## src/rtl/mask_serializer_core.sv

```systemverilog
// Serializes one loaded mask row into OP_CHANNEL_WIDTH-bit column slices; lane i carries row bit i*step+c.
// Optional macro MASK_SERIALIZER_COL_IDX_EN adds the col_idx output (column currently on DOUT).
module mask_serializer_core #(
  parameter int IP_CHANNEL_WIDTH = 640,
  parameter int OP_CHANNEL_WIDTH = 20,
  parameter int STEP_SEL0        = 16,
  parameter int STEP_SEL1        = 32,
  parameter int STEP_SEL2        = 54,
  localparam int STEP_MAX01 = (STEP_SEL0 > STEP_SEL1) ? STEP_SEL0 : STEP_SEL1,
  localparam int STEP_MAX   = (STEP_MAX01 > STEP_SEL2) ? STEP_MAX01 : STEP_SEL2,
  localparam int COL_W      = (STEP_MAX > 1) ? $clog2(STEP_MAX) : 1,
  localparam int STEP_W     = $clog2(STEP_MAX + 1)
) (
  input  logic                        clk,
  input  logic                        rst_n,
  input  logic [IP_CHANNEL_WIDTH-1:0] DIN,
  input  logic                        load,
  input  logic                        next,
  input  logic [1:0]                  imageResolution,
  output logic                        done,
`ifdef MASK_SERIALIZER_COL_IDX_EN
  output logic [COL_W-1:0]            col_idx,
`endif
  output logic [OP_CHANNEL_WIDTH-1:0] DOUT
);

  typedef enum logic {IDLE, ACTIVE} state_e;

  state_e                      state_q, state_d;
  logic [IP_CHANNEL_WIDTH-1:0] row_q, row_d;
  logic [STEP_W-1:0]           step_q, step_d;
  logic [COL_W-1:0]            col_q, col_d;
  logic                        done_q, done_d;
  logic [OP_CHANNEL_WIDTH-1:0] dout_q, dout_d;
  logic [STEP_W-1:0]           last_col;

  function automatic logic [STEP_W-1:0] step_of(input logic [1:0] res);
    case (res)
      2'b00:   return STEP_W'(STEP_SEL0);
      2'b10:   return STEP_W'(STEP_SEL2);
      default: return STEP_W'(STEP_SEL1);
    endcase
  endfunction

  // Right shift past the row width naturally yields 0 for out-of-range lanes.
  function automatic logic [OP_CHANNEL_WIDTH-1:0] column_of(
    input logic [IP_CHANNEL_WIDTH-1:0] row,
    input logic [STEP_W-1:0]           step,
    input logic [COL_W-1:0]            col
  );
    logic [OP_CHANNEL_WIDTH-1:0] r;
    logic [IP_CHANNEL_WIDTH-1:0] sh;
    r = '0;
    for (int i = 0; i < OP_CHANNEL_WIDTH; i++) begin
      sh   = row >> (i * int'(step) + int'(col));
      r[i] = sh[0];
    end
    return r;
  endfunction

  assign last_col = step_q - STEP_W'(1);

  always_comb begin
    state_d = state_q;
    row_d   = row_q;
    step_d  = step_q;
    col_d   = col_q;
    done_d  = done_q;
    dout_d  = dout_q;
    if (load) begin
      state_d = ACTIVE;
      row_d   = DIN;
      step_d  = step_of(imageResolution);
      col_d   = '0;
      done_d  = (step_d == STEP_W'(1));
      dout_d  = column_of(DIN, step_d, '0);
    end else if (next && (state_q == ACTIVE) && (STEP_W'(col_q) < last_col)) begin
      col_d  = col_q + COL_W'(1);
      done_d = (STEP_W'(col_d) == last_col);
      dout_d = column_of(row_q, step_q, col_d);
    end
  end

  always_ff @(posedge clk) begin
    if (rst_n) begin
      state_q <= IDLE;
      row_q   <= '0;
      step_q  <= '0;
      col_q   <= '0;
      done_q  <= 1'b0;
      dout_q  <= '0;
    end else begin
      state_q <= state_d;
      row_q   <= row_d;
      step_q  <= step_d;
      col_q   <= col_d;
      done_q  <= done_d;
      dout_q  <= dout_d;
    end
  end

  assign DOUT = dout_q;
  assign done = done_q;
`ifdef MASK_SERIALIZER_COL_IDX_EN
  assign col_idx = col_q;
`endif

endmodule

```

## config.mk

```make
export PLATFORM = sky130hd
export DESIGN_NAME = mask_serializer_core
export DESIGN_NICKNAME = d
export VERILOG_FILES = /design/src/rtl/mask_serializer_core.sv
export SDC_FILE = /design/constraint.sdc
export NUM_CORES = 2
export LEC_CHECK = 0
export CAP_MARGIN = 20
export CORE_ASPECT_RATIO = 0.5
export CORE_MARGIN = 4
export CORE_UTILIZATION = 40
export DETAILED_ROUTE_END_ITERATION = 8
export HOLD_SLACK_MARGIN = 0.03
export PLACE_DENSITY = 0.68
export SYNTH_ARGS = -nofsm -noshare
export SYNTH_HDL_FRONTEND = slang
export SYNTH_SLANG_ARGS = --single-unit
export TNS_END_PERCENT = 5
```

## constraint.sdc

```tcl
create_clock -name clk -period 13.7 [get_ports clk]
set_input_delay 1.37 -clock clk [delete_from_list [all_inputs] [get_ports clk]]
set_output_delay 1.37 -clock clk [all_outputs]
set_load 0.05 [all_outputs]
```

=== Word level (Yosys, flattened, before mapping) ===
Index checks and enable logic that the tools add are counted.
W data, S select, Z words.

* Bits in registers: 674
* Bits in latches: 0
* Memory bits (writable): 0
* Bits in read-only memories: 0
* Input bits: 646
* Output and inout port bits: 21
* Logic and storage cells: 109
* Memories: 0

* Add/subtract/negate cells: 21
* Multipliers: 28
* Divide/modulo/power cells: 0
* Order comparisons: 1
* Equal/unequal tests: 3
* Shift-type cells: 39
* Mux-type cells: 6
* Bitwise logic cells: 0
* Reduce and logical (&&, ||, !) cells: 5

{| class="wikitable"
|+ Operator list
! kind !! count
|-
| $shr A640 B10 Y1 || 12
|-
| $shr A640 B11 Y1 || 11
|-
| $shr A640 B9 Y1 || 6
|-
| $shr A640 B12 Y1 || 3
|-
| $shr A640 B8 Y1 || 3
|-
| $shr A640 B6 Y1 || 2
|-
| $shr A640 B7 Y1 || 2
|-
| $mul A4 B6 Y10 const A || 10
|-
| $add A10 B6 Y11 || 8
|-
| $mul A3 B6 Y9 const A || 8
|-
| $mul A2 B6 Y8 const A || 6
|-
| $mul A5 B6 Y11 const A || 4
|-
| $add A9 B6 Y10 || 4
|-
| $mux W20 || 2
|-
| $add A11 B6 Y12 || 3
|-
| $add A8 B6 Y9 || 2
|-
| $pmux W6 S2 || 1
|-
| $add A7 B6 Y8 || 1
|-
| $add A6 B6 Y7 || 1
|-
| $add A6 B1 Y6 const B || 1
|-
| $eq A6 B1 Y1 const B || 1
|-
| $eq A6 B6 Y1 || 1
|-
| $lt A6 B6 Y1 || 1
|-
| $mux W6 || 1
|-
| other kinds (7) || 9
|}

=== Depth between registers and ports, before layout ===
* Depth after elaboration: 6
* Mapped depth: 22
* Gate-level depth less buffers: 18

=== Least setup slack after synthesis ===
No wires, ideal clock.

* Path kind: register to register
* Start: reg col_q[0]
* End: reg dout_q[5] (netlist: DOUT[5])
* Setup time: 0.078 ns
* Data arrival time: 5.718 ns
* Required time: 13.622 ns
* Path slack: 7.904 ns
* Stages on the path, launching flop included: 20
* Path buffers: 7
* Clock period less this slack: 5.796 ns
* Cell sequence: dfxtp_1 -> buf_4 -> nand3_1 -> xor2_2 -> inv_2 -> buf_1 -> buf_2 -> ha_1 -> buf_2 -> inv_2 -> buf_1 -> fa_1 -> clkbuf_1 -> clkbuf_1 -> mux2_2 -> mux4_2 -> mux4_2 -> nor3_1 -> a21oi_1 -> nor3_1

* Longest elaborated chain between the ends: 5
* Elaborated cells on any way between the ends: 8
* Classes of those cells: add/sub: 2; order compare: 1; shift: 1; mux: 2; reduce/logical: 2

{| class="wikitable"
|+ RTL lines
! what !! RTL line !! RTL
|-
| from (decl) || 32 || <nowiki>logic [COL_W-1:0] col_q, col_d;</nowiki>
|-
| from (signal assigned) || 96 || <nowiki>col_q <= col_d;</nowiki>
|-
| $add A6 B1 Y6 || 78 || <nowiki>col_d = col_q + COL_W'(1);</nowiki>
|-
| $add A9 B6 Y10 || 55 || <nowiki>sh = row >> (i * int'(step) + int'(col));</nowiki>
|-
| $shr A640 B10 Y1 || 55 ||
|-
| $mux W20 || 77 || <nowiki>end else if (next && (state_q == ACTIVE) && (STEP_W'(col_q) < last_col)) begin</nowiki>
|-
| $mux W20 || 70 || <nowiki>if (load) begin</nowiki>
|-
| to (signal assigned) || 98 || <nowiki>dout_q <= dout_d;</nowiki>
|-
| to (decl) || 34 || <nowiki>logic [OP_CHANNEL_WIDTH-1:0] dout_q, dout_d;</nowiki>
|}

Several ways; a longest one is shown, not always the timed one. The select of a mux whose other input is x is not followed.
A chain may end at the register's enable or synchronous reset.

=== Worst setup path after layout ===
* Start: reg col_q[0]
* End: reg dout_q[10] (netlist: DOUT[10])

* Longest elaborated chain between the ends: 5
* Elaborated cells on any way between the ends: 8
* Classes of those cells: add/sub: 2; order compare: 1; shift: 1; mux: 2; reduce/logical: 2

{| class="wikitable"
|+ RTL lines
! what !! RTL line
|-
| $add A6 B1 Y6 || 78
|-
| $add A10 B6 Y11 || 55
|-
| $shr A640 B11 Y1 || 55
|-
| $mux W20 || 77
|-
| $mux W20 || 70
|}

Several ways; a longest one is shown, not always the timed one. The select of a mux whose other input is x is not followed.

==> impl_metrics.toml <==
[global_routing]
antenna_found_initial = 21
grt.overflow.total = 0
grt_max_degree = 137
track_usage_pct = 33.79
grt_pass1_vias = 47830
grt_pass1_wl_mm = 357.2

[critical_path]
startpoint_type = "flop"
slowest_stage = "or2_1"
worst_ep_required_time_ns = 14.28
rrSetupSlack_ns = 6.08
endpoint_kind = "flop"
path_max_fanout = 41
setup.worst_path.class = "reg2reg"
critPathMaxStageDelay_ns = 1.03
rr_startpoint = "col_q[0]$_SDFFE_PP0P_"
path_cells = "ha_4 > nand3_1 > xor2_4 > buf_4 > inv_4 > ha_1 > a21oi_1 > nor4_2 > o21a_1 > or2_1 > mux4_2 > a311oi_1 > o211a_1 > a211oi_1 > o41ai_1"
cp_data_arrival_time_ns = 8.20
rr_endpoint = "DOUT[10]$_SDFFE_PP0P_"
reg2regPathDepth = 15

[job]
drv_cap = 0

[timing]
worst_pin_slew_ns = 1.233
slew_headroom_pct = 15.43
min_period_ns = 7.618
slew_viol_final = 0
skew_ns = 0.02814
setup_tns_ns = 0
grt_setup_unrepaired = "false"
final_hold_viol_count = 0
setup_viol = 0
timing.fmax_ghz = 0.1313
fin_crit_sh_pct = 55.61

[synthesis]
ys.flop_type = "dfxtp_1"
syn_area_um2 = 56030
synth_nets = 5859
synth_edf_count = 0
ys_async_sr_fraction_pct = 0
ys_types = 86
synth_area_per_cell_um2 = 10.95
synth-seq-area-share_pct = 23.97
yosys_warnings = 0
synth_seq_cells = 671
synth_cells = 5118

[floorplanning]
core_area_um2 = 138100
die_y_um = 272.6
die_x_um = 537.3
start_util_pct = 40.56
rows = 96
die_area_um2 = 146500
ioPinCount = 667

[clocking]
postCtsSetupBuffers = 0
cts.htree.levels = 3
worst_skew_pair.late_latency_ns = 0.69
cts_buffers = 69
cts_resized = 0
root_buffer = "clkbuf_16"
clock_sinks = 671
cts_tree = "done"
cts_hold_buf = 0
clk_pin_slew_ns = 0.07
clock_path_buffers = 3

[placement]
gp_congestion = 1.058
dpl.hpwl_mm = 200.1
placed_cell_area_um2 = 64190
io_buffers = 666

[layout]
area.growth.synth_to_final_pct = 19.21
fill_cells = 12390
num-nets-final = 6286
ff_latch_area_um2 = 13440
drive_gt1_share_pct = 21.36
multiInputGateArea_um2 = 40520
stdcell_area_um2 = 66790

[power]
p_leak_nw = 24.97
ir_worst_vdd_mv = 0.08262
p_per_area_nw_per_um2 = 93.12
p_total_mw = 6.220

[route]
drt-initial-drc-count = 6329
wirelength_mm = 255.8
dr.pass1.iters = 6
viasPerCell = 6.564
drc_errors = 0
ant_nets = 0
wire_per_inst_um = 34.22
num_vias = 49070

[hold_path]
holdCritPathClass = "reg2reg"
min_path_cells = 2
hold_start = "state_q$_SDFFE_PP0P_"
worstHoldEndpoint = "state_q$_SDFFE_PP0P_"

[run_status]
run_status = "finished, final reports clean"
[worst max-delay path: cells and delay by family (launching register included)]
kind                       cells  cell delay (ns)
AOI/OAI and AO/OA              6             2.02
xor gates and xnor gates       1             0.20
adders and majority gates      2             1.16
buffers and inverters          2             0.76
DFF                            1             0.89
muxes                          1             0.63
and+or+nand+nor                3             1.78
[synthesized netlist by cell type, drive strengths merged (4+ instances only)]
master / count / area share [%]
nor2: 793 / 5.3
or3: 8 / 0.089
or2: 8 / 0.089
a211oi: 38 / 0.51
nand3: 48 / 0.44
nand2: 281 / 1.9
a2111oi: 7 / 0.12
a22oi: 4 / 0.054
a31o: 6 / 0.094
o211ai: 24 / 0.32
nand4: 11 / 0.12
o2111ai: 4 / 0.063
a31oi: 31 / 0.37
nor4: 12 / 0.15
a21o: 15 / 0.20
mux2i: 1156 / 21
nor2b: 24 / 0.27
clkbuf: 197 / 1.3
and2: 11 / 0.12
o21bai: 12 / 0.16
o22a: 5 / 0.078
ha: 76 / 1.7
xnor2: 70 / 1.2
mux4: 749 / 30
a22o: 5 / 0.078
nand2b: 25 / 0.28
o21ai: 96 / 0.86
dfxtp: 671 / 24
a21oi: 107 / 0.96
mux2: 114 / 2.3
nor3: 31 / 0.28
a311oi: 10 / 0.16
a221oi: 10 / 0.16
o31ai: 8 / 0.11
fa: 19 / 0.68
o21a: 8 / 0.11
o221ai: 10 / 0.16
a211o: 4 / 0.063
xor2: 33 / 0.56
o22ai: 10 / 0.11
o311ai: 6 / 0.094
buf: 246 / 2.5
nor3b: 10 / 0.13
inv: 68 / 0.46
[cell type report]
class | instances | area share [%]
Multi-Input combinational cell | 3934 | 60.66
Inverter | 70 | 0.3971
Sequential cell | 671 | 20.12
Clock buffer | 88 | 2.952
Antenna cell | 14 | 0.05245
Timing Repair Buffer | 799 | 11.63
Clock inverter | 38 | 0.6969
Tap cell | 1862 | 3.488
[worst max-delay path by stage]
| stage | startpoint | to | cells after the start |
|---|---|---|---|
| floorplan | col_q[0]$_SDFFE_PP0P_ | DOUT[5]$_SDFFE_PP0P_ | 19 |
| global placement | col_q[0]$_SDFFE_PP0P_ | DOUT[10]$_SDFFE_PP0P_ | 15 |
| detailed placement | col_q[0]$_SDFFE_PP0P_ | DOUT[10]$_SDFFE_PP0P_ | 15 |
| CTS | col_q[0]$_SDFFE_PP0P_ | DOUT[10]$_SDFFE_PP0P_ | 15 |
| global route | col_q[0]$_SDFFE_PP0P_ | DOUT[10]$_SDFFE_PP0P_ | 15 |
| finish | col_q[0]$_SDFFE_PP0P_ | DOUT[10]$_SDFFE_PP0P_ | 15 |
[power breakdown]
part,leakage (nW),internal [mW],switching (mW)
Sequential,5.54,2.07,0.153
Clock,1.20,1.17,0.937
Combinational,18.2,0.858,1.03
Total,25.0,4.10,2.12
[flip-flops by register name, indices dropped and copies added, names as in the netlist]
| signal | flops |
|---|---|
| state_q | 1 |
| step_q | 3 |
| DOUT | 20 |
| done | 1 |
| row_q | 640 |
| col_q | 6 |
[cell families (layout without fill, tap and decap cells)]
kind of cell | count (synthesis) | after routing | synth area share (%)
mux | 2019 | 2019 | 53.05
xor+xnor | 105 | 105 | 1.798
fa+ha+maj | 98 | 98 | 2.430
other cells | 0 | 14 | 0
flops | 671 | 671 | 23.97
simple gates | 1277 | 1277 | 9.393
buf+inv | 513 | 995 | 4.270
compound gates | 435 | 435 | 5.085
[placed cells by master (no fill, tap or decap), types with 47 or more instances in the layout]
cell type,Yosys,layout
nor2_1,792,792
mux4_2,749,749
dfxtp_1,671,667
inv_1,61,61
buf_4,62,122
mux2i_1,1156,1147
clkdlybuf4s50_1,0,663
mux2_2,114,114
nand2_1,281,281
ha_1,76,70
a21oi_1,106,106
xnor2_1,67,54
nand3_1,47,47
o21ai_0,94,94
clkbuf_16,0,72
[metrics by stage]
stage	hold WS (ns)	std cells	util (%)	worst slack, ns
after CTS	0.5087	7452	48.23	6.147
after detailed placement	0.4979	7326	46.47	6.189
final	0.5047	7476	48.35	6.082
after floorplan	0.4486	5118	-	7.904
after global placement	0.4784	7323	46.44	6.312
after global routing	0.5407	7466	48.33	5.920
[metal layers]
metal	track usage, %	wire [um]	share of wire (%)	up-vias
li1	-	-	-	20440
met1	44.34	100700	39	25080
met2	49.82	110300	43	3053
met3	15.29	35810	14	483
met4	10.24	8739	3.4	18
met5	0	312	0.12	-
(Power assumes the default switching activity.)
